==> src/rtl/dmem_arb_pkg.sv <==
// Shared types for the data-memory port arbiter.
//   arb_state_e : arbitration mode (CPU priority, EXT priority, EXT locked)
//   rd_owner_e  : which requester the read data returning next cycle belongs to
//   cnt_width   : counter width for a counter that must hold 0 .. max_val-1
package dmem_arb_pkg;

  typedef enum logic [1:0] {
    CPU_PRI  = 2'd0,
    EXT_PRI  = 2'd1,
    EXT_LOCK = 2'd2
  } arb_state_e;

  typedef enum logic [1:0] {
    OWN_NONE = 2'd0,
    OWN_CPU  = 2'd1,
    OWN_EXT  = 2'd2
  } rd_owner_e;

  // $clog2 of the maximum, kept at least 1 bit so a maximum of 1 still yields a legal vector.
  function automatic int unsigned cnt_width(input int unsigned max_val);
    return (max_val > 1) ? $clog2(max_val) : 1;
  endfunction

endpackage

==> src/rtl/arb_sat_counter.sv <==
// Saturating up-counter with synchronous clear.
//   clk  : clock, rising edge
//   srst : synchronous reset, active-high (count -> 0)
//   clr  : clear to 0 (wins over inc)
//   inc  : increment by one, holding at MAX-1
//   cnt  : current count
module arb_sat_counter
  import dmem_arb_pkg::*;
#(
  parameter int unsigned MAX = 8,
  localparam int unsigned W  = cnt_width(MAX)
) (
  input  logic         clk,
  input  logic         srst,
  input  logic         clr,
  input  logic         inc,
  output logic [W-1:0] cnt
);

  localparam logic [W-1:0] TopVal = W'(MAX - 1);

  logic [W-1:0] cnt_q;

  always_ff @(posedge clk) begin
    if (srst) begin
      cnt_q <= '0;
    end else if (clr) begin
      cnt_q <= '0;
    end else if (inc && (cnt_q != TopVal)) begin
      cnt_q <= cnt_q + W'(1);
    end
  end

  assign cnt = cnt_q;

endmodule

==> src/rtl/dmem_port_arbiter.sv <==
// Arbitrates the single data-memory SRAM port between the pipeline MEM stage (CPU) and the
// external load/debug port (EXT). One access is issued per cycle; read data returns one cycle
// later and is flagged to whichever requester issued the read.
//   clk, srst                        : clock / synchronous active-high reset
//   cpu_req/wen/addr/wdata           : CPU request (level, held until granted)
//   cpu_gnt, cpu_stall               : CPU access issued / pipeline freeze
//   cpu_rvalid, cpu_rdata            : CPU read return
//   ext_req/wen/addr/wdata, ext_lock : EXT request; ext_lock keeps exclusive ownership
//   ext_gnt, ext_rvalid, ext_rdata   : EXT grant / read return
//   lock_err                         : sticky, set when a lock is forcibly released
//   mem_addr/wdata/wen/ren, mem_rdata: SRAM side
module dmem_port_arbiter
  import dmem_arb_pkg::*;
#(
  parameter int unsigned ADDR_W   = 64,
  parameter int unsigned DATA_W   = 64,
  parameter int unsigned MAX_WAIT = 8,
  parameter int unsigned LOCK_MAX = 16
) (
  input  logic              clk,
  input  logic              srst,
  input  logic              cpu_req,
  input  logic              cpu_wen,
  input  logic [ADDR_W-1:0] cpu_addr,
  input  logic [DATA_W-1:0] cpu_wdata,
  output logic              cpu_gnt,
  output logic              cpu_stall,
  output logic              cpu_rvalid,
  output logic [DATA_W-1:0] cpu_rdata,
  input  logic              ext_req,
  input  logic              ext_wen,
  input  logic [ADDR_W-1:0] ext_addr,
  input  logic [DATA_W-1:0] ext_wdata,
  input  logic              ext_lock,
  output logic              ext_gnt,
  output logic              ext_rvalid,
  output logic [DATA_W-1:0] ext_rdata,
  output logic              lock_err,
  output logic [ADDR_W-1:0] mem_addr,
  output logic [DATA_W-1:0] mem_wdata,
  output logic              mem_wen,
  output logic              mem_ren,
  input  logic [DATA_W-1:0] mem_rdata
);

  localparam int unsigned WAIT_W = cnt_width(MAX_WAIT);
  localparam int unsigned LOCK_W = cnt_width(LOCK_MAX);

  arb_state_e  state_q;
  rd_owner_e   rd_owner_q;
  logic        lock_err_q;

  logic [WAIT_W-1:0] wait_cnt;
  logic [LOCK_W-1:0] lock_cnt;
  logic              wait_at_max;
  logic              lock_at_max;
  logic              ext_denied;
  logic              wait_trip;
  logic              lock_take;
  logic              wait_clr;
  logic              wait_inc;
  logic              lock_clr;
  logic              lock_inc;

  assign wait_at_max = (wait_cnt == WAIT_W'(MAX_WAIT - 1));
  assign lock_at_max = (lock_cnt == LOCK_W'(LOCK_MAX - 1));

  // Grant decode. Nothing is granted while srst is high so the memory sees no access
  // and every output reads as idle during reset.
  always_comb begin
    cpu_gnt = 1'b0;
    ext_gnt = 1'b0;
    if (!srst) begin
      unique case (state_q)
        CPU_PRI: begin
          cpu_gnt = cpu_req;
          ext_gnt = ext_req & ~cpu_req;
        end
        EXT_PRI: begin
          ext_gnt = ext_req;
          cpu_gnt = cpu_req & ~ext_req;
        end
        EXT_LOCK: begin
          ext_gnt = ext_req;
        end
        default: begin
          cpu_gnt = 1'b0;
          ext_gnt = 1'b0;
        end
      endcase
    end
  end

  assign cpu_stall = cpu_req & ~cpu_gnt & ~srst;

  // Memory-side mux; all zero when nobody is granted.
  always_comb begin
    mem_addr  = '0;
    mem_wdata = '0;
    mem_wen   = 1'b0;
    mem_ren   = 1'b0;
    if (cpu_gnt) begin
      mem_addr  = cpu_addr;
      mem_wdata = cpu_wdata;
      mem_wen   = cpu_wen;
      mem_ren   = ~cpu_wen;
    end else if (ext_gnt) begin
      mem_addr  = ext_addr;
      mem_wdata = ext_wdata;
      mem_wen   = ext_wen;
      mem_ren   = ~ext_wen;
    end
  end

  // Counter controls. EXT can only be denied in CPU_PRI, so wait_cnt only moves there.
  always_comb begin
    ext_denied = ext_req & ~ext_gnt;
    wait_trip  = (state_q == CPU_PRI) & ext_denied & wait_at_max & ~srst;
    lock_take  = ext_gnt & ext_lock;
    wait_clr   = ext_gnt | wait_trip;
    wait_inc   = ext_denied;
    // Held at zero outside the lock so it always starts from 0 on entry.
    lock_clr   = (state_q != EXT_LOCK);
    lock_inc   = (state_q == EXT_LOCK);
  end

  arb_sat_counter #(
    .MAX (MAX_WAIT)
  ) u_wait_cnt (
    .clk  (clk),
    .srst (srst),
    .clr  (wait_clr),
    .inc  (wait_inc),
    .cnt  (wait_cnt)
  );

  arb_sat_counter #(
    .MAX (LOCK_MAX)
  ) u_lock_cnt (
    .clk  (clk),
    .srst (srst),
    .clr  (lock_clr),
    .inc  (lock_inc),
    .cnt  (lock_cnt)
  );

  // Arbitration FSM, read-ownership tracking and the sticky lock error.
  always_ff @(posedge clk) begin
    if (srst) begin
      state_q    <= CPU_PRI;
      rd_owner_q <= OWN_NONE;
      lock_err_q <= 1'b0;
    end else begin
      if (cpu_gnt && !cpu_wen) begin
        rd_owner_q <= OWN_CPU;
      end else if (ext_gnt && !ext_wen) begin
        rd_owner_q <= OWN_EXT;
      end else begin
        rd_owner_q <= OWN_NONE;
      end

      unique case (state_q)
        CPU_PRI: begin
          if (lock_take) begin
            state_q <= EXT_LOCK;
          end else if (wait_trip) begin
            state_q <= EXT_PRI;
          end
        end
        EXT_PRI: begin
          // Priority lasts exactly one cycle whether or not EXT used it.
          state_q <= lock_take ? EXT_LOCK : CPU_PRI;
        end
        EXT_LOCK: begin
          // Forced release beats ext_lock; the access this cycle is still granted.
          if (lock_at_max) begin
            state_q    <= CPU_PRI;
            lock_err_q <= 1'b1;
          end else if (ext_gnt && !ext_lock) begin
            state_q <= CPU_PRI;
          end
        end
        default: begin
          state_q <= CPU_PRI;
        end
      endcase
    end
  end

  assign cpu_rvalid = (rd_owner_q == OWN_CPU) & ~srst;
  assign ext_rvalid = (rd_owner_q == OWN_EXT) & ~srst;
  assign cpu_rdata  = mem_rdata;
  assign ext_rdata  = mem_rdata;
  assign lock_err   = lock_err_q & ~srst;

endmodule

==> config.mk <==
export PLATFORM = sky130hd
export DESIGN_NAME = dmem_port_arbiter
export DESIGN_NICKNAME = d
export VERILOG_FILES = /design/src/rtl/dmem_arb_pkg.sv /design/src/rtl/arb_sat_counter.sv /design/src/rtl/dmem_port_arbiter.sv
export SDC_FILE = /design/constraint.sdc
export NUM_CORES = 1
export LEC_CHECK = 0
export BUFFER_PORTS_ARGS = -buffer_cell sky130_fd_sc_hd__buf_2
export CORE_AREA = 2 2 231 233
export CTS_CLUSTER_SIZE = 40
export DETAILED_ROUTE_END_ITERATION = 7
export DIE_AREA = 0 0 233 235
export GPL_TIMING_DRIVEN = 0
export SYNTH_ARGS = -nofsm -noshare
export SYNTH_HDL_FRONTEND = slang
export SYNTH_SLANG_ARGS = --single-unit
==> constraint.sdc <==
create_clock -name clk -period 5.17 [get_ports clk]
set_input_delay 1.034 -clock clk [delete_from_list [all_inputs] [get_ports clk]]
set_output_delay 1.034 -clock clk [all_outputs]
set_load 0.005 [all_outputs]
==> summary.txt <==
Clock network
  • # clock sinks: 12
  • CTS tree: done
  • PostCTS Resize Cnt: 0
  • Clock slew at reported path FFs: 0.04 ns
  • CTS H-tree lvls: 1
  • Clock Tree Root: clkbuf_16
  • Post-CTS setup repair buffer count: 0
  • # hold bufs at CTS: 0
  • Clk buf depth: 2
  • Clock buffer count from CTS: 3
  • Clk_lat worst skew: 0.24 ns

Routing
  • DR vias/cell: 3.00
  • Initial DRC Count: 177
  • Remaining DRCs: 0
  • Drt first pass iters: 4
  • Drt wl/cell: 13.3 um
  • WL final: 21100 um
  • DRT antenna net count: 0
  • Routed vias: 4736

Cells and area
  • Commonest non-fill, non-tap cell in the layout: buf_2
  • Final nets: 1225
  • Design Area, Final: 6530 sq um
  • Multi-input logic area: 1560 sq um
  • Sequential Area: 240 sq um
  • Fin util: 12.5%
  • Most frequent cells in the layout: 535 x buf_2, 141 x buf_4, 129 x a22o_1
  • Area delta synth->final: 121%
  • Fill cells: 6075
  • Layout cells sized above 1: 77.1%

Synth
  • Synth top area share: 38.3%
  • Distinct cells, synth: 33
  • Compound-cell area share of the yosys netlist: 41.2%
  • XOR/XNOR Fraction of Synth Area: 0.594%
  • Mapped Cells: 360
  • Area contributors post-synth: a22o_1 38%, buf_4 36%, dfxtp_1 8.1%
  • Mux contribution to synthesized area: 1.70%
  • Ys Warns: 0
  • Async set-reset flop share out of synthesis: 0%
  • Cell Area, Synth: 2950 sq um
  • Seq cells post-synth: 12
  • Sequential fraction of the synthesis area: 8.15%
  • Adder-cell area share of the yosys netlist: 2.97%
  • Post-Synth Simple-Gate Area: 6.53%
  • Mean Syn Cell Area: 8.19 sq um
  • Most area-hungry cell type in the Yosys netlist: a22o_1
  • Combinational family with the most area after synthesis: compound AO/OA/AOI/OAI gates
  • Number of synthesized flops with an enable pin: 0
  • Ys flop type: dfxtp_1
  • Synth Net Count: 694

Worst hold path
  • Worst hold path class: reg2reg
  • Worst Hold Path Cells: 2
  • Worst Hold Endpoint: u_lock_cnt.cnt[1]$_SDFFE_PP0P_
  • Hold Startpoint: u_lock_cnt.cnt[1]$_SDFFE_PP0P_

Worst setup path
  • Worst R2R Setup Slack: 3.25 ns
  • Worst reg2reg path depth: 8
  • Crit. End Element: primary output
  • CP Data Arrival Time: 3.50 ns
  • CP required: 4.14 ns
  • Critical path class: in2out
  • Worst-path maximum fanout: 10
  • CP startpoint kind: input port
  • Critical R2R Capture: u_wait_cnt.cnt[1]$_SDFFE_PP0P_
  • R2R Path Start: state_q[0]$_SDFFE_PP0P_

Floorplanning
  • Height of the chip: 235 um
  • Die area: 54800 sq um
  • Core ar.: 52200 sq um
  • Rows: 84
  • I/O pin cnt: 591
  • Die width: 233 um
  • Initial core utilization: 5.65%

Placement
  • Cell Area, Placed: 6440 sq um
  • Hpwl dp: 19000 um
  • Port Buffers: 526
  • GP Congestion: 0.858

GRT
  • Initial antenna violation count: 6
  • GRT Overall Usage: 6.74%
  • GRT overflow: 0
  • First-pass GRT wire length: 26900 um
  • Largest net degree at the start of global routing: 11
  • Vias in the first global route: 4353

STA
  • Clock Skew: 0.00135 ns
  • Worst slew margin: 21.9%
  • Crit share post-route: 87.7%
  • Max Slew Vio Count: 0
  • Worst-margin pin slew: 1.17 ns
  • Sum of negative setup slack: 0 ns
  • Final setup fails: 0
  • Fmax: 220 MHz
  • Fin. Hold Viols: 0
  • Tmin final: 4.54 ns
  • RSZ-0062 raised after global routing: no

Power and ir drop
  • Cell area power density: 102 nW/um^2
  • Peak VDD IR: 0.0764 mV
  • Leak pwr: 3.73 nW

Run status
  • Status: complete, no violations

Run
  • Max_cap viols: 0
## logic make-up after synthesis
| logic type | after synthesis |
|---|---|
| DFF | 12 |
| adders and majority gates | 7 |
| buffers and inverters | 161 |
| muxes | 5 |
| and+or+nand+nor | 32 |
| xor gates and xnor gates | 2 |
| AOI/OAI and AO/OA | 141 |
## metal layers
| layer | track usage (%) | share of wire [%] | vias up |
|---|---|---|---|
| met2 | 12.5 | 49 | 380 |
| met1 | 7.94 | 39 | 2053 |
| li1 | - | - | 2287 |
| met4 | 1.52 | 2.0 | 0 |
| met3 | 1.18 | 10 | 16 |
| met5 | 0 | 0 | - |
## metrics by stage
| step | std cells | power, W | setup WS, ns | hold WS (ns) |
|---|---|---|---|---|
| 2_1_floorplan | 360 | 0.000285 | 2.11 | 0.480 |
| 3_3_place_gp | 1574 | 0.000538 | 0.329 | 0.504 |
| 3_5_place_dp | 1574 | 0.000538 | 0.327 | 0.515 |
| 4_1_cts | 1577 | 0.000678 | 0.322 | 0.525 |
| 5_1_grt | 1579 | 0.000714 | 0.283 | 0.542 |
| 6_report | 1580 | 0.000667 | 0.634 | 0.516 |
## cell usage after synthesis (2+ instances only)
| cell | instances |
|---|---|
| nand3_1 | 3 |
| o21ai_0 | 3 |
| nor3b_1 | 2 |
| nor3_1 | 6 |
| clkbuf_1 | 6 |
| buf_2 | 9 |
| ha_1 | 7 |
| dfxtp_1 | 12 |
| xnor2_1 | 2 |
| nand2_1 | 2 |
| a21oi_1 | 2 |
| mux2i_1 | 5 |
| a22o_1 | 129 |
| o21a_1 | 2 |
| nand2b_1 | 4 |
| nor2_1 | 7 |
| buf_4 | 141 |
| inv_1 | 3 |
## sequential cells by signal, indices dropped and copies added (netlist names)
name and flops:
u_lock_cnt.cnt 4, u_wait_cnt.cnt 3, rd_owner_q 2, state_q 2, lock_err_q 1
## power by group
part,internal [W],total [W],switching [W]
sequential,0.0000950,0.0000962,0.00000115
combinational,0.000258,0.000434,0.000176
clock,0.000100,0.000137,0.0000363
## worst max-delay path by stage
stage | slack [ns] | endpoint | cells past startpoint | start
floorplan | 2.11 | mem_addr[0] | 5 | srst
global placement | 0.33 | mem_addr[43] | 7 | srst
detailed placement | 0.33 | mem_addr[43] | 8 | ext_req
CTS | 0.32 | mem_addr[43] | 7 | srst
global route | 0.28 | mem_wdata[42] | 8 | ext_req
finish | 0.63 | mem_addr[43] | 7 | srst
## final cells by class
type | instances | area share [%]
Sequential cell | 12 | 3.68
Tap cell | 688 | 13.2
Antenna cell | 3 | 0.115
Timing Repair Buffer | 526 | 40.3
Inverter | 4 | 0.230
Buffer | 157 | 17.3
Clock buffer | 3 | 1.15
Multi-Input combinational cell | 187 | 24.0
## critical path, cell delays in order
cell and delay, ns:
buf_2 0.12, nand2b_1 0.25, nor2_2 0.38, clkbuf_1 0.91
buf_2 0.40, a22o_1 0.26, buf_2 0.14
No activity file was read; power rests on OpenSTA's default activity.
